[config.mk]
export PLATFORM = sky130hd
export DESIGN_NAME = frame_packer
export DESIGN_NICKNAME = d
export VERILOG_FILES = /design/src/rtl/frame_pkg.sv /design/src/rtl/frame_bank.sv /design/src/rtl/frame_packer.sv
export SDC_FILE = /design/constraint.sdc
export NUM_CORES = 2
export LEC_CHECK = 0
export BUFFER_PORTS_ARGS = -buffer_cell sky130_fd_sc_hd__buf_2
export CORE_MARGIN = 2
export CORE_UTILIZATION = 60
export DETAILED_ROUTE_END_ITERATION = 10
export PLACE_DENSITY = 0.77
export SYNTH_ARGS = -nofsm -noshare
export SYNTH_HDL_FRONTEND = slang
export SYNTH_SLANG_ARGS = --single-unit
[constraint.sdc]
create_clock -name clk -period 7.6 [get_ports clk]
set_clock_uncertainty 0.15 [all_clocks]
set_input_delay 1.52 -clock clk [delete_from_list [all_inputs] [get_ports clk]]
set_output_delay 1.52 -clock clk [all_outputs]
set_load 0.005 [all_outputs]
[src/rtl/frame_pkg.sv]
// Shared constants, bank state type and lane-slice helper for the frame packer.
package frame_pkg;

  localparam int N_LANES = 64;
  localparam int IDX_W   = 6;
  localparam int GRP_W   = 7;
  localparam int CNT_W   = IDX_W + 1;

  typedef enum logic [1:0] {
    EMPTY   = 2'd0,
    FILLING = 2'd1,
    FULL    = 2'd2
  } bank_state_t;

  // Bit offset of lane k inside a packed frame of o_bw-wide lanes.
  function automatic int lane(input int k, input int o_bw);
    return k * o_bw;
  endfunction

endpackage

[src/rtl/frame_bank.sv]
// One frame buffer of the packer: lane storage, EMPTY/FILLING/FULL state,
// latched group and write count. Sequence checking under FRAME_PACKER_IDX_CHECK_EN.
module frame_bank
  import frame_pkg::*;
#(
  parameter int O_BW = 14
) (
  input  logic                    clk,
  input  logic                    rst,
  input  logic                    i_wr,
  input  logic [IDX_W-1:0]        i_idx,
  input  logic [O_BW-1:0]         i_data,
  input  logic [GRP_W-1:0]        i_grp,
  input  logic                    i_pop,
  output bank_state_t             o_state,
  output logic [O_BW*N_LANES-1:0] o_frame,
  output logic [GRP_W-1:0]        o_grp,
  output logic                    o_done,
  output logic                    o_seq_err
);

  bank_state_t               r_state;
  bank_state_t               w_next;
  logic [O_BW*N_LANES-1:0]   r_frame;
  logic [GRP_W-1:0]          r_grp;
  logic [CNT_W-1:0]          r_cnt;
  logic                      w_ok;
  logic                      w_acc;
  logic                      w_last;

  assign w_last = (i_idx == IDX_W'(N_LANES - 1));

`ifdef FRAME_PACKER_IDX_CHECK_EN
  // An idx 0 sample is always a legal (re)start; anything else must continue the frame.
  assign w_ok = (i_idx == '0) ||
                ((r_state == FILLING) && ({1'b0, i_idx} == r_cnt) && (i_grp == r_grp));
`else
  assign w_ok = 1'b1;
`endif

  assign w_acc = i_wr && (r_state != FULL) && w_ok;

  // NOTE: sequential state uses non-blocking assignments so every register
  // samples pre-edge values regardless of process ordering.
  always_ff @(posedge clk or negedge rst) begin
    if (!rst) r_state <= EMPTY;
    else      r_state <= w_next;
  end

  // NOTE: w_next is given a default before the case so no path infers a latch.
  always_comb begin
    w_next = r_state;
    unique case (r_state)
      EMPTY:   if (w_acc) w_next = w_last ? FULL : FILLING;
      FILLING: if (w_acc && w_last) w_next = FULL;
      FULL:    if (i_pop) w_next = EMPTY;
      default: w_next = EMPTY;
    endcase
  end

  always_comb begin
    o_state   = r_state;
    o_frame   = r_frame;
    o_grp     = r_grp;
    o_done    = w_acc && w_last;
    o_seq_err = i_wr && (r_state != FULL) && !w_ok;
  end

  always_ff @(posedge clk or negedge rst) begin
    if (!rst) begin
      r_cnt <= '0;
      r_grp <= '0;
    end else if (i_pop && (r_state == FULL)) begin
      r_cnt <= '0;
    end else if (w_acc) begin
      if ((r_state == EMPTY) || (i_idx == '0)) begin
        r_cnt <= CNT_W'(1);
        r_grp <= i_grp;
      end else begin
        r_cnt <= r_cnt + CNT_W'(1);
      end
    end
  end

  // NOTE: lane storage has no reset; the bank state gates every use of it,
  // and unwritten lanes deliberately keep stale content.
  always_ff @(posedge clk) begin
    if (w_acc) r_frame[lane(int'(i_idx), O_BW) +: O_BW] <= i_data;
  end

endmodule

[src/rtl/frame_packer.sv]
// Double-buffered serial-to-parallel frame packer with valid/ready output.
// Optional sample-sequence checking: define FRAME_PACKER_IDX_CHECK_EN.
module frame_packer
  import frame_pkg::*;
#(
  parameter int I_BW = 14,
  parameter int O_BW = 14
) (
  input  logic                    clk,
  input  logic                    rst,
  input  logic                    di_en,
  input  logic [I_BW-1:0]         data_i,
  input  logic [IDX_W-1:0]        in_group_idx,
  input  logic [GRP_W-1:0]        in_group_num,
  output logic                    do_en,
  input  logic                    do_rdy,
  output logic [O_BW*N_LANES-1:0] data_o,
  output logic [GRP_W-1:0]        out_group_num,
  output logic                    overflow,
  output logic                    idx_err
);

  bank_state_t             w_state [2];
  logic [O_BW*N_LANES-1:0] w_frame [2];
  logic [GRP_W-1:0]        w_grp   [2];
  logic [1:0]              w_done;
  logic [1:0]              w_seq_err;
  logic [1:0]              w_wr;
  logic [1:0]              w_pop_b;
  logic [O_BW-1:0]         w_sext;
  logic                    w_pop;
  logic                    w_nsel;
  logic                    w_nfull;

  logic                    r_fill;
  logic                    r_optr;
  logic                    r_do_en;
  logic [O_BW*N_LANES-1:0] r_data;
  logic [GRP_W-1:0]        r_grp;
  logic                    r_ovf;
  logic                    r_idx_err;

  assign w_sext  = O_BW'($signed(data_i));
  assign w_pop   = r_do_en && do_rdy;
  assign w_wr    = {di_en && r_fill, di_en && !r_fill};
  assign w_pop_b = {w_pop && r_optr, w_pop && !r_optr};

  for (genvar b = 0; b < 2; b++) begin : g_bank
    frame_bank #(.O_BW(O_BW)) u_bank (
      .clk       (clk),
      .rst       (rst),
      .i_wr      (w_wr[b]),
      .i_idx     (in_group_idx),
      .i_data    (w_sext),
      .i_grp     (in_group_num),
      .i_pop     (w_pop_b[b]),
      .o_state   (w_state[b]),
      .o_frame   (w_frame[b]),
      .o_grp     (w_grp[b]),
      .o_done    (w_done[b]),
      .o_seq_err (w_seq_err[b])
    );
  end

  // Output register follows the bank that will be the output bank after this edge.
  assign w_nsel  = w_pop ? !r_optr : r_optr;
  assign w_nfull = (w_state[w_nsel] == FULL);

  always_ff @(posedge clk or negedge rst) begin
    if (!rst) begin
      r_fill    <= 1'b0;
      r_optr    <= 1'b0;
      r_do_en   <= 1'b0;
      r_data    <= '0;
      r_grp     <= '0;
      r_ovf     <= 1'b0;
      r_idx_err <= 1'b0;
    end else begin
      if (|w_done) r_fill <= !r_fill;
      if (w_pop)   r_optr <= !r_optr;
      r_do_en <= w_nfull;
      if (w_nfull) begin
        r_data <= w_frame[w_nsel];
        r_grp  <= w_grp[w_nsel];
      end
      if (di_en && (w_state[r_fill] == FULL)) r_ovf <= 1'b1;
      if (|w_seq_err) r_idx_err <= 1'b1;
    end
  end

  assign do_en         = r_do_en;
  assign data_o        = r_data;
  assign out_group_num = r_grp;
  assign overflow      = r_ovf;

`ifdef FRAME_PACKER_IDX_CHECK_EN
  assign idx_err = r_idx_err;
`else
  assign idx_err = 1'b0;
`endif

endmodule
==> impl_results.md <==
- Ys flop type: edfxtp_1
- Post-synth cell types: 75
- Clk root buf: clkbuf_16
- Register area share after synthesis: 71.5%
- Normalized max-slew margin: -1.64%
- Hold wc startpoint: overflow
- Total wire length: 364000 microns
- Cells after synthesis: 8562
- IO Pins: 937
- Run status: finished with violations
- Fraction of layout cells with a size suffix above 1: 17.8%
- Fin crit share: 88.2%
- Crit Path Max Fanout: 17
- Die X: 428 microns
- Most numerous cell in the Yosys netlist: nor2_1
- Hold endpoint: overflow
- Initial Utilization: 60.3%
- Wirelength per Cell: 30.2 microns
- Hold_buf cts: 0
- Grt total ovfl: 0
- DR pass1 iterations: 8
- Worst r2r dst: data_o[847]
- R2R cell count: 8
- Area Growth Syn to Fin: 16.1%
- Finish-stage setup viols: 0
- Worst Hold Class: reg -> reg
- Hold depth: 1
- Post-Place Cells: 11.5k
- Worst-skew pair later-pin latency: 0.96 ns
- Final hold viol count: 0
- Vias in the first global route: 73.2k
- CTS tree: yes
- Uppermost layer routed: met5
- Slew at the pin closest to its max-slew limit: 1.51 ns
- Violated checks: max-capacitance violations, max-slew violations
- Number of synthesized flops with an enable pin: 1792
- Routed wl met3: 35900 microns
- Fin crit period: 6.71 ns
- Maximum Capacitance Violations: 1
- DR WL met2: 170000 microns
- GRT Overall Usage: 39.3%
- CP Capture Type: flip-flop
- Final net count: 9509
- Core area: 178000 sq um
- Post-CTS setup repair buffer count: 0
- Clock buffer depth: 4
- Register bit total from synthesis: 2717
- Die Span Y: 428 microns
- Syn avg cell area: 12.6 sq um
- Fmax: 149 MHz
- Max VDD drop: 0.348 mV
- H-tree levels: 5
- Post-DP HPWL: 260000 microns
- Unrepaired setup endpoints after global routing: false
- Setup crit start kind: input port
- Post-route ant nets: 0
- CP required: 8.18 ns
- Post-cts sizing count: 0
- Max-slew violation count: 4
- Yosys top cell by area: edfxtp_1
- Reg clk slew, reported paths: 0.06 ns
- Post-Route Utilization: 70.0%
- DR vias: 75.2k
- CP Class: in -> reg
- Die area: 183000 sq um
- Global-route wire length before repair: 503000 microns
- Synthesized cell area: 108000 sq um
- Initial DRC Count: 9662
- Fin Setup TNS: 0 ns
- Yosys warning count: 0
- Post-route insts no fill: 12.0k
- Synth top cells by count: nor2_1, edfxtp_1, a21oi_1
- Leakage Power: 45.8 nW
- Row count: 155
- DRT met1 WL: 119000 microns
- Initial antenna violation count: 26
- Vias/cell: 6.25
- Share of the synthesized area in the top cell type: 50.0%
- Top post-synthesis cells by area: edfxtp_1, dfrtp_1, nor2_1
- PwrDens: 379 nW/um^2
- Port buffer count: 935
- Clock sink count: 2717
- Critical Path AT: 7.29 ns
- Reg2reg setup slack: 3.49 ns
- Fraction of registers with async set/reset: 34.0%
- Largest net degree at the start of global routing: 242
- CTS Buf Count: 282
- Post-synth net total: 8616
- Worst r2r src: do_en
- GP Congestion: 1.01
- DRC Markers: 0
layout make-up:
| class | instances | area [sq um] |
|---|---|---|
| Multi-Input combinational cell | 5234 | 28600 |
| Fill cell | 12100 | 53500 |
| Antenna cell | 19 | 47.5 |
| Clock buffer | 395 | 8070 |
| Tap cell | 2355 | 2950 |
| Clock inverter | 96 | 1040 |
| Inverter | 15 | 56.3 |
| Timing Repair Buffer | 1205 | 7120 |
| Sequential cell | 2717 | 77000 |
worst max-delay path, cell delays in order:
cell	delay [ns]
buf_2	0.22
fa_1	0.58
ha_1	0.18
inv_1	0.07
fa_1	0.45
nand2b_1	0.17
a22oi_2	0.24
xnor2_1	0.34
nand3_1	0.30
nor2_1	0.17
ha_1	0.35
buf_4	0.22
nor2_1	0.54
and3_1	0.96
nand2_1	0.61
nor2_1	0.33
registers in the layout (all words and copies together), names as in the netlist:
signal                 flops
overflow                   1
do_en                      1
g_bank.u_bank.o_frame   1792
g_bank.u_bank.o_grp       14
out_group_num              7
r_optr                     1
r_fill                     1
data_o                   896
g_bank.u_bank.o_state      4
layout by cell type (no fill, tap or decap), drive strengths merged, types with 19 or more instances in the layout:
master	count
a21oi	963
a22oi	28
buf	1205
bufinv	22
clkbuf	395
clkinv	65
dfrtp	925
diode	19
edfxtp	1792
inv	21
mux2	19
mux2i	906
nand2	237
nand2b	19
nand3	57
nor2	2688
nor3	76
o21ai	27
o22ai	47
logic make-up after synthesis:
logic type | Yosys count | synth area share, %
other cells | 1 | 0.00348
buf+inv | 611 | 2.26
flops | 2717 | 71.5
mux | 933 | 8.79
fa+ha+maj | 23 | 0.309
xor+xnor | 13 | 0.138
simple gates | 3139 | 11.4
compound gates | 1125 | 5.56
power by group:
| group | switching [W] | internal [W] | total, W |
|---|---|---|---|
| Sequential | 0.00207 | 0.0183 | 0.0203 |
| Clock | 0.00558 | 0.00815 | 0.0137 |
| Combinational | 0.00850 | 0.00481 | 0.0133 |
| Total | 0.0161 | 0.0312 | 0.0474 |
metal layers:
metal  track usage (%)  vias up
met5                 0        -
met4              34.3       16
met3              7.94     1291
met2              61.9     4898
met1              46.4    37200
li1                  -    31800
worst max-delay path by stage:
| stage | start | to | cells after the start |
|---|---|---|---|
| 6_report | in_group_idx[0] | g_bank[0].u_bank.o_frame[527] | 16 |
| 3_3_place_gp | in_group_idx[0] | g_bank[0].u_bank.o_frame[575] | 16 |
| 4_1_cts | in_group_idx[0] | g_bank[0].u_bank.o_frame[527] | 16 |
| 3_5_place_dp | in_group_idx[0] | g_bank[0].u_bank.o_frame[527] | 16 |
| 5_1_grt | in_group_idx[0] | g_bank[0].u_bank.o_frame[639] | 16 |
| 2_1_floorplan | in_group_idx[0] | g_bank[0].u_bank.o_frame[474] | 18 |
through the flow:
stage | total power [W] | cell area [sq um] | worst slack, ns | hold WS (ns)
2_1_floorplan | 0.0262 | 108000 | 1.81 | 0.301
3_3_place_gp | 0.0332 | 116000 | 0.304 | 0.292
3_5_place_dp | 0.0335 | 116000 | 0.130 | 0.299
4_1_cts | 0.0471 | 125000 | 1.10 | 0.323
5_1_grt | 0.0487 | 125000 | 0.685 | 0.353
6_report | 0.0474 | 125000 | 0.893 | 0.316
No activity file was read; power rests on OpenSTA's default activity.
